--- config.mk ---
export PLATFORM = sky130hd
export DESIGN_NAME = radix4_booth_mult_sched_flat
export DESIGN_NICKNAME = d
export VERILOG_FILES = /design/src/rtl/radix4_booth_mult_sched_if.sv /design/src/rtl/radix4_booth_mult_sched.sv /design/src/flat_wrapper.sv
export SDC_FILE = /design/constraint.sdc
export NUM_CORES = 1
export LEC_CHECK = 0
export CORE_MARGIN = 2
export CORE_UTILIZATION = 33
export CTS_BUF_LIST = sky130_fd_sc_hd__clkbuf_4 sky130_fd_sc_hd__clkbuf_8
export CTS_CLUSTER_DIAMETER = 50
export DETAILED_ROUTE_END_ITERATION = 10
export MAX_ROUTING_LAYER = met4
export PLACE_DENSITY_LB_ADDON = 0.2
export SLEW_MARGIN = 10
export SYNTH_ARGS = -nofsm -noshare
export SYNTH_HDL_FRONTEND = slang
export SYNTH_SLANG_ARGS = --single-unit
--- constraint.sdc ---
create_clock -name clk -period 4.8 [get_ports clk]
set_input_delay 1.44 -clock clk [delete_from_list [all_inputs] [get_ports clk]]
set_output_delay 1.44 -clock clk [all_outputs]
set_load 0.005 [all_outputs]
--- src/rtl/radix4_booth_mult_sched_if.sv ---
// radix4_booth_mult_sched_if: requester and response handshake bundle for the Booth multiplier scheduler
interface radix4_booth_mult_sched_if #(
  parameter int WIDTH   = 8,
  parameter int NUM_REQ = 4
);
  localparam int ID_W = NUM_REQ > 1 ? $clog2(NUM_REQ) : 1;
  logic [NUM_REQ-1:0]       req_valid;
  logic [NUM_REQ-1:0]       req_ready;
  logic [NUM_REQ*WIDTH-1:0] req_multiplier;
  logic [NUM_REQ*WIDTH-1:0] req_multiplicand;
  logic                     resp_valid;
  logic                     resp_ready;
  logic [2*WIDTH-1:0]       resp_data;
  logic [ID_W-1:0]          resp_id;
  modport master (
    output req_valid, req_multiplier, req_multiplicand, resp_ready,
    input  req_ready, resp_valid, resp_data, resp_id
  );
  modport slave (
    input  req_valid, req_multiplier, req_multiplicand, resp_ready,
    output req_ready, resp_valid, resp_data, resp_id
  );
endinterface

--- src/rtl/radix4_booth_mult_sched.sv ---
// radix4_booth_mult_sched: round-robin scheduler sequencing one shared radix-4 Booth datapath
module radix4_booth_mult_sched #(
  parameter int WIDTH   = 8,
  parameter int NUM_REQ = 4
) (
  input  logic                       clk,
  input  logic                       rst_n,
  radix4_booth_mult_sched_if.slave   bus,
  output logic                       busy,
  output logic                       err,
  output logic                       dp_start,
  output logic                       dp_en,
  output logic                       dp_rst_cntr_n,
  output logic [WIDTH-1:0]           dp_multiplier,
  output logic [WIDTH-1:0]           dp_multiplicand,
  input  logic                       dp_done,
  input  logic [2*WIDTH-1:0]         dp_result
);
  localparam int NUM_SHIFTS = (WIDTH + 1) / 2;
  localparam int ID_W       = NUM_REQ > 1 ? $clog2(NUM_REQ) : 1;
  localparam int CNT_W      = $clog2(NUM_SHIFTS + 1);

  if (WIDTH < 2) begin : g_bad_width
    $fatal(1, "radix4_booth_mult_sched: WIDTH must be at least 2");
  end

  typedef enum logic [1:0] {IDLE, LOAD, RUN, RESP} state_t;
  state_t state, next_state;

  logic [ID_W-1:0]  ptr, grant_idx, id_q;
  logic             grant_valid, accept, timeout, err_set;
  logic [CNT_W-1:0] run_cnt;
  logic [WIDTH-1:0] sel_mr, sel_md;

  // First pass honours the pointer, second pass wraps to the lowest index.
  always_comb begin
    grant_valid = 1'b0;
    grant_idx   = '0;
    for (int i = 0; i < NUM_REQ; i++)
      if (!grant_valid && bus.req_valid[i] && ID_W'(i) >= ptr) begin
        grant_valid = 1'b1;
        grant_idx   = ID_W'(i);
      end
    for (int i = 0; i < NUM_REQ; i++)
      if (!grant_valid && bus.req_valid[i]) begin
        grant_valid = 1'b1;
        grant_idx   = ID_W'(i);
      end
  end

  always_comb begin
    sel_mr = '0;
    sel_md = '0;
    for (int i = 0; i < NUM_REQ; i++)
      if (ID_W'(i) == grant_idx) begin
        sel_mr = bus.req_multiplier[i*WIDTH +: WIDTH];
        sel_md = bus.req_multiplicand[i*WIDTH +: WIDTH];
      end
  end

  assign bus.req_ready = (state == IDLE && rst_n && grant_valid) ? NUM_REQ'(1) << grant_idx : '0;
  assign accept        = |bus.req_ready;
  assign timeout       = state == RUN && !dp_done && run_cnt == CNT_W'(NUM_SHIFTS - 1);
  assign err_set       = timeout || (dp_done && (state == IDLE || state == LOAD));

  always_comb begin
    next_state = state;
    case (state)
      IDLE:    next_state = accept ? LOAD : IDLE;
      LOAD:    next_state = RUN;
      RUN:     next_state = (dp_done || timeout) ? RESP : RUN;
      RESP:    next_state = bus.resp_ready ? IDLE : RESP;
      default: next_state = IDLE;
    endcase
  end

  always_ff @(posedge clk or negedge rst_n) begin
    if (!rst_n) begin
      state           <= IDLE;
      ptr             <= '0;
      id_q            <= '0;
      run_cnt         <= '0;
      dp_multiplier   <= '0;
      dp_multiplicand <= '0;
      dp_rst_cntr_n   <= 1'b0;
      err             <= 1'b0;
    end else begin
      state         <= next_state;
      dp_rst_cntr_n <= next_state == LOAD || next_state == RUN;
      run_cnt       <= state == RUN ? run_cnt + CNT_W'(1) : '0;
      err           <= err | err_set;
      if (accept) begin
        id_q            <= grant_idx;
        ptr             <= grant_idx == ID_W'(NUM_REQ - 1) ? '0 : grant_idx + ID_W'(1);
        dp_multiplier   <= sel_mr;
        dp_multiplicand <= sel_md;
      end
    end
  end

  assign busy           = state != IDLE;
  assign dp_start       = state == LOAD;
  assign dp_en          = state == RUN;
  assign bus.resp_valid = state == RESP;
  assign bus.resp_data  = state == RESP ? dp_result : '0;
  assign bus.resp_id    = state == RESP ? id_q : '0;
endmodule

--- src/flat_wrapper.sv ---
// flat-port wrapper written by rule: the top's interface ports become plain ports
module radix4_booth_mult_sched_flat 
#(
  parameter int WIDTH   = 8,
  parameter int NUM_REQ = 4
)
  (clk, rst_n, busy, err, dp_start, dp_en, dp_rst_cntr_n, dp_multiplier, dp_multiplicand, dp_done, dp_result, bus_req_valid, bus_req_multiplier, bus_req_multiplicand, bus_resp_ready, bus_req_ready, bus_resp_valid, bus_resp_data, bus_resp_id);
  radix4_booth_mult_sched_if #(.WIDTH(WIDTH), .NUM_REQ(NUM_REQ)) bus_i ();
  input  logic clk;
  input  logic rst_n;
  output logic busy;
  output logic err;
  output logic dp_start;
  output logic dp_en;
  output logic dp_rst_cntr_n;
  output logic [WIDTH-1:0] dp_multiplier;
  output logic [WIDTH-1:0] dp_multiplicand;
  input  logic dp_done;
  input  logic [2*WIDTH-1:0] dp_result;
  input wire logic [$bits(bus_i.req_valid)-1:0] bus_req_valid;
  input wire logic [$bits(bus_i.req_multiplier)-1:0] bus_req_multiplier;
  input wire logic [$bits(bus_i.req_multiplicand)-1:0] bus_req_multiplicand;
  input wire logic [$bits(bus_i.resp_ready)-1:0] bus_resp_ready;
  output wire logic [$bits(bus_i.req_ready)-1:0] bus_req_ready;
  output wire logic [$bits(bus_i.resp_valid)-1:0] bus_resp_valid;
  output wire logic [$bits(bus_i.resp_data)-1:0] bus_resp_data;
  output wire logic [$bits(bus_i.resp_id)-1:0] bus_resp_id;
  assign bus_i.req_valid = bus_req_valid;
  assign bus_i.req_multiplier = bus_req_multiplier;
  assign bus_i.req_multiplicand = bus_req_multiplicand;
  assign bus_i.resp_ready = bus_resp_ready;
  assign bus_req_ready = bus_i.req_ready;
  assign bus_resp_valid = bus_i.resp_valid;
  assign bus_resp_data = bus_i.resp_data;
  assign bus_resp_id = bus_i.resp_id;
  radix4_booth_mult_sched #(.WIDTH(WIDTH), .NUM_REQ(NUM_REQ)) u_core (.clk(clk), .rst_n(rst_n), .bus(bus_i), .busy(busy), .err(err), .dp_start(dp_start), .dp_en(dp_en), .dp_rst_cntr_n(dp_rst_cntr_n), .dp_multiplier(dp_multiplier), .dp_multiplicand(dp_multiplicand), .dp_done(dp_done), .dp_result(dp_result));
endmodule
Yosys cells after proc, flatten, opt, wreduce, memory -nomap -nowiden
Cells that the tools add are included.
W data, S select, Z words.
{"block": "totals", "register_bits": 27, "in_bits": 88, "output_inout_bits": 44}
{"block": "classes", "add_sub_neg": 2, "order_cmp": 4, "n_eq_ne": 10, "shifts": 1, "n_mux": 32, "n_bitwise": 1, "n_reduce_logical": 32}
{"cell": "$mux W8", "n": 8}
{"cell": "$mux W2", "n": 9}
{"cell": "$logic_and A1 B1 Y1", "n": 16}
{"cell": "$mux W16", "n": 1}
{"cell": "$mux W1", "n": 11}
{"cell": "$eq A2 B2 Y1 const B", "n": 4}
{"cell": "$logic_not A1 Y1", "n": 8}
{"cell": "$pmux W2 S4", "n": 1}
{"cell": "$eq A2 B1 Y1 const B", "n": 2}
{"cell": "$eq A2 B2 Y1 const A", "n": 2}
{"cell": "$ge A1 B2 Y1 const A", "n": 2}
{"cell": "$ge A2 B2 Y1 const A", "n": 2}
{"cell": "$logic_not A2 Y1", "n": 2}
{"cell": "$logic_or A1 B1 Y1", "n": 4}
{"cell": "$mux W4", "n": 1}
{"cell": "$reduce_or A4 Y1", "n": 1}
{"cell": "$shl A1 B2 Y4 const A", "n": 1}
{"cell": "$add A3 B1 Y3 const B", "n": 1}
{"cell": "$eq A3 B2 Y1 const B", "n": 1}
{"cell": "$mux W3", "n": 1}
{"cell": "$add A2 B1 Y2 const B", "n": 1}
{"cell": "$eq A1 B2 Y1 const A", "n": 1}
{"cell": "$reduce_bool A2 Y1", "n": 1}
{"cell": "$or A1 B1 Y1", "n": 1}

Longest topological paths before layout
{"block": "logic_depth", "depth_word": 34, "mapped_depth": 12, "depth_no_buf": 11}

Least setup slack after synthesis
Ideal clock, no wire load.
{"block": "synth_path", "path_type": "in2out", "from": "input port bus_req_valid[3]", "to": "output port bus_req_ready[0]", "t_arrival_ps": 2647, "path_slack_ps": 713, "path_stages": 6, "n_path_buf": 1, "path_cell_list": "inv_1 > and3_1 > or3_1 > ha_1 > clkbuf_1 > and2_1"}
{"block": "synth_between", "elab_chain_len": 17}
{"item": "start: declaration", "line": "flat_wrapper.sv:20", "text": "input wire logic [$bits(bus_i.req_valid)-1:0] bus_req_valid;"}
{"item": "$logic_and A1 B1 Y1 (2 in a row)", "line": "radix4_booth_mult_sched.sv:40", "text": "if (!grant_valid && bus.req_valid[i] && ID_W'(i) >= ptr) begin"}
{"item": "$mux W1", "line": "radix4_booth_mult_sched.sv:40"}
{"item": "$logic_not A1 Y1", "line": "radix4_booth_mult_sched.sv:45", "text": "if (!grant_valid && bus.req_valid[i]) begin"}
{"item": "$logic_and A1 B1 Y1", "line": "radix4_booth_mult_sched.sv:45"}
{"item": "$mux W1", "line": "radix4_booth_mult_sched.sv:45"}
{"item": "$logic_not A1 Y1", "line": "radix4_booth_mult_sched.sv:45"}
{"item": "$logic_and A1 B1 Y1", "line": "radix4_booth_mult_sched.sv:45"}
{"item": "$mux W1", "line": "radix4_booth_mult_sched.sv:45"}
{"item": "$logic_not A1 Y1", "line": "radix4_booth_mult_sched.sv:45"}
{"item": "$logic_and A1 B1 Y1", "line": "radix4_booth_mult_sched.sv:45"}
{"item": "$mux W1", "line": "radix4_booth_mult_sched.sv:45"}
{"item": "$logic_not A1 Y1", "line": "radix4_booth_mult_sched.sv:45"}
{"item": "$logic_and A1 B1 Y1", "line": "radix4_booth_mult_sched.sv:45"}
{"item": "$mux W2 / $mux W1 (equally long branches)", "line": "radix4_booth_mult_sched.sv:45"}
{"item": "$shl A1 B2 Y4 / $logic_and A1 B1 Y1 (equally long branches)", "line": "radix4_booth_mult_sched.sv:61", "text": "assign bus.req_ready = (state == IDLE && rst_n && grant_valid) ? NUM_REQ'(1) << grant_idx : '0;"}
{"item": "$mux W4 (*)", "line": "radix4_booth_mult_sched.sv:61"}
{"item": "end: declaration", "line": "flat_wrapper.sv:24", "text": "output wire logic [$bits(bus_i.req_ready)-1:0] bus_req_ready;"}
Mark *: on every way between the ends. The rest lies on a longest branch, timed or not.

Worst setup path after layout
{"block": "layout_path", "from": "input port bus_req_valid[3]", "to": "output port bus_req_ready[1]"}
{"block": "layout_between", "elab_chain_len": 17}
{"item": "$logic_and A1 B1 Y1 (2 in a row)", "line": "radix4_booth_mult_sched.sv:40"}
{"item": "$mux W1", "line": "radix4_booth_mult_sched.sv:40"}
{"item": "$logic_not A1 Y1", "line": "radix4_booth_mult_sched.sv:45"}
{"item": "$logic_and A1 B1 Y1", "line": "radix4_booth_mult_sched.sv:45"}
{"item": "$mux W1", "line": "radix4_booth_mult_sched.sv:45"}
{"item": "$logic_not A1 Y1", "line": "radix4_booth_mult_sched.sv:45"}
{"item": "$logic_and A1 B1 Y1", "line": "radix4_booth_mult_sched.sv:45"}
{"item": "$mux W1", "line": "radix4_booth_mult_sched.sv:45"}
{"item": "$logic_not A1 Y1", "line": "radix4_booth_mult_sched.sv:45"}
{"item": "$logic_and A1 B1 Y1", "line": "radix4_booth_mult_sched.sv:45"}
{"item": "$mux W1", "line": "radix4_booth_mult_sched.sv:45"}
{"item": "$logic_not A1 Y1", "line": "radix4_booth_mult_sched.sv:45"}
{"item": "$logic_and A1 B1 Y1", "line": "radix4_booth_mult_sched.sv:45"}
{"item": "$mux W2 (*)", "line": "radix4_booth_mult_sched.sv:45"}
{"item": "named net u_core.grant_idx[0]", "line": "radix4_booth_mult_sched.sv:30", "text": "logic [ID_W-1:0] ptr, grant_idx, id_q;"}
{"item": "$shl A1 B2 Y4 (*)", "line": "radix4_booth_mult_sched.sv:61"}
{"item": "$mux W4 (*)", "line": "radix4_booth_mult_sched.sv:61"}
The timed path passes the listed nets; every way through them passes the cells marked *.

==> run metrics <==
status completed; Logic pwr share 62.8%; Max transition margin about three fifths; TritonCTS buffer count 3; syn_nets about 300; Worst Hold Class flop to flop; DR pass1 iterations 4; Wirelength per Cell approximately 14 um; Detail Placement HPWL between 4000 and 5000 um; first-pass GRT wire length around 8700 um; largest net degree at the start of global routing 32; clock root cell clkbuf_8; final worst clock skew around 0.0015 ns; period utilization between 90% and 100%; fillcell total 538; WL met2 approximately 2800 um; Flop pwr share between 20% and 30%; multi-input logic area around 1200 um^2; Final setup viols 0; area delta synth->final 73.3%; Final ANT Viol Nets 0; Hold Buf Count CTS 0; Psw about 500 uW; slowest CP cell clkdlybuf4s50_1; internal power ~990 uW; register area slightly below 700 um^2; Syn Std Cell Area approximately 2000 um^2; Seq/Total Area, Yosys between 30% and 40%; uppermost layer routed met4; MaxCap Viol Count 0; CP Capture Point bus_req_ready[1]; worst-skew pair later-pin latency ~0.27 ns; CP top delay family buffers and inverters; Core Util, Final between 50 and 60%; pwr/cell area 431 nW/um^2; crit-path cells clkdlybuf4s50_1 > inv_1 > and3_1 > or3_4 > inv_1 > ha_1 > and2_1 > dlygate4sd2_1; number of synthesized register bits 27; Netlist cell types 29; IO Count 132; row cnt 28; Final min period 4.59 ns; GRT Resource Usage Total approximately 17%; leakage ~1.6 nW; clock sink total 27; DR DRC count 0; die width between 80 and 90 um; worst reg2reg path depth 11; Most Frequent Cell on Critical Path inv_1; Yosys warnings 0; gr ovfl total 0; Die Area roughly 6700 um^2; antenna cells 0; global placer's final weighted congestion approximately 0.68; switching share of power about a third; Worst EP required between 3 and 4 ns; worst r2r src u_core.ptr[1]; Via Count just under 2,000; critical path depth in cells 8; Arr. time, crit path approximately 3.2 ns; TritonCTS clock tree yes; Setup CP Type primary input to output pin; Post-Syn Instances 210; crit path launch type primary input; Routed WL 5690 um; core area between 5000 and 6000 um^2; Worst-path clk slew around 0.090 ns; hold depth 1; Fin. Hold Viols 0; worst-margin pin slew 0.619 ns; f_max around 0.22 GHz; Critical Path Max Stage Delay between 0.4 and 0.5 ns; Placement Cell Area roughly 3400 um^2; VDD IR max 0.000229 V; crit-path max FO 3; R2R Setup Slk slightly below 2 ns; Initial Util roughly 34%; Clock Power Share under 10%; Die Height 81.7 um; Port Buffer Count between 100 and 150; CTS Buffer Depth 2; NumNets Final 436; initial antenna violation count 0; nature of the critical path endpoint output pin; RSZ-0062 raised after global routing false; Buf/Inv on CP 4; CTS H-tree depth 1; Critical path origin bus_req_valid[3]; drt initial violations 66; met1 wire length 2490 um; layout cells sized above 1 between 10% and 20%; Final Instance Area 3450 um^2; vias in the first global route approximately 1,800; final-report max-slew violation count 0; met3 wire len between 300 and 400 um; Setup Buffers After CTS 0; Worst R2R End u_core.dp_multiplicand[6]; Syn Area/Cell 9.49 um^2; DR vias/cell approximately 4.7
## cell type report
class	count	area share (%)
clock buffer	3	1.20
clock inverter	1	0.145
inverter	13	1.41
multi-input combinational	156	34.6
sequential	27	19.6
tap	75	2.72
timing repair buffer	142	40.4
## worst reg2reg max path: cells and delay by family (launching register included)
kind            cells  cell delay, ns
fa+ha+maj           1            0.17
flops               1            0.48
simple gates        3            0.55
buf+inv             2            0.38
mux                 3            0.73
compound gates      2            0.40
## layout by cell type (no fill, tap or decap), drive strengths merged
master,instances
a22oi,1
dfrtp,27
a21oi,10
and3,19
nand2,31
clkinv,1
nand2b,1
and2,6
ha,5
nand3,1
dlymetal6s2s,2
a221oi,3
or3,3
clkdlybuf4s50,127
inv,13
o31ai,1
o221a,1
o21ai,15
nor2,6
o2bb2a,1
buf,11
a32oi,1
clkbuf,3
mux2,47
nor2b,2
mux2i,2
dlygate4sd2,2
## cells in the mapped netlist
master / n / share of area (%)
a21oi_1: 9 / 2.3
a21oi_2: 1 / 0.44
a221oi_1: 3 / 1.3
a22oi_1: 1 / 0.38
a32oi_1: 1 / 0.44
and2_1: 6 / 1.9
and3_1: 19 / 6.0
buf_2: 2 / 0.50
buf_4: 1 / 0.38
buf_6: 3 / 1.7
clkbuf_1: 8 / 1.5
dfrtp_1: 27 / 34
ha_1: 5 / 3.1
inv_1: 12 / 2.3
inv_2: 1 / 0.19
mux2_2: 38 / 21
mux2_4: 9 / 6.8
mux2i_1: 2 / 1.0
nand2_1: 31 / 5.8
nand2b_1: 1 / 0.31
nand3_1: 1 / 0.25
nor2_1: 6 / 1.1
nor2b_1: 2 / 0.63
o21ai_0: 14 / 3.5
o21ai_2: 1 / 0.44
o221a_1: 1 / 0.56
o2bb2a_1: 1 / 0.50
o31ai_1: 1 / 0.38
or3_1: 3 / 0.94
## power by group through the flow
stage               combinational [mW]  sequential [mW]  clock (mW)
floorplan                        0.522            0.397           0
global placement                 0.936            0.424           0
detailed placement               0.944            0.428           0
CTS                              0.951            0.425       0.136
global route                      1.03            0.444       0.143
finish                           0.936            0.425       0.129
## sequential cells by signal (all words and copies together), names as in the netlist
register,cells
u_core.dp_multiplicand,8
u_core.dp_multiplier,8
u_core.run_cnt,3
u_core.id_q,2
u_core.ptr,2
u_core.state,2
u_core.dp_rst_cntr_n,1
u_core.err,1
## kinds of logic after synthesis
group                      share of synthesized area (%)
AOI/OAI and AO/OA                                   10.2
adders and majority gates                           3.14
buffers and inverters                               6.53
DFF                                                 33.9
muxes                                               29.3
and+or+nand+nor                                     16.9
## how the worst min path moves through the flow
| stage | to | from | slack (ns) |
|---|---|---|---|
| 6_report | u_core.run_cnt[0] | u_core.run_cnt[0] | 0.45 |
| 5_1_grt | u_core.run_cnt[0] | u_core.run_cnt[0] | 0.48 |
| 4_1_cts | u_core.run_cnt[0] | u_core.run_cnt[0] | 0.46 |
| 3_5_place_dp | u_core.run_cnt[0] | u_core.run_cnt[0] | 0.44 |
| 3_3_place_gp | u_core.run_cnt[0] | u_core.run_cnt[0] | 0.42 |
| 2_1_floorplan | u_core.run_cnt[0] | u_core.run_cnt[0] | 0.41 |
## routing by layer
layer	up-vias	GRT usage (%)
met4	0	2.67
met5	-	-
met1	912	21.8
met3	2	3.19
li1	994	-
met2	61	29.3
## per-stage QoR
stage	hold slack (ns)	setup slack (ns)	TNS, ns	instances	power, mW
CTS	0.457	0.00166	0	417	1.51
global route	0.475	0.109	0	417	1.62
detailed placement	0.443	-0.0700	-0.118	413	1.37
floorplan	0.410	0.713	0	210	0.919
finish	0.453	0.207	0	417	1.49
global placement	0.424	-0.0767	-0.0994	413	1.36
## repair_timing
item	CTS	global route
resized for setup	4	4
pin swaps	0	0
gates cloned	0	0
endpoints found under the setup margin	3	2
Power figures use the tool's default switching activity.
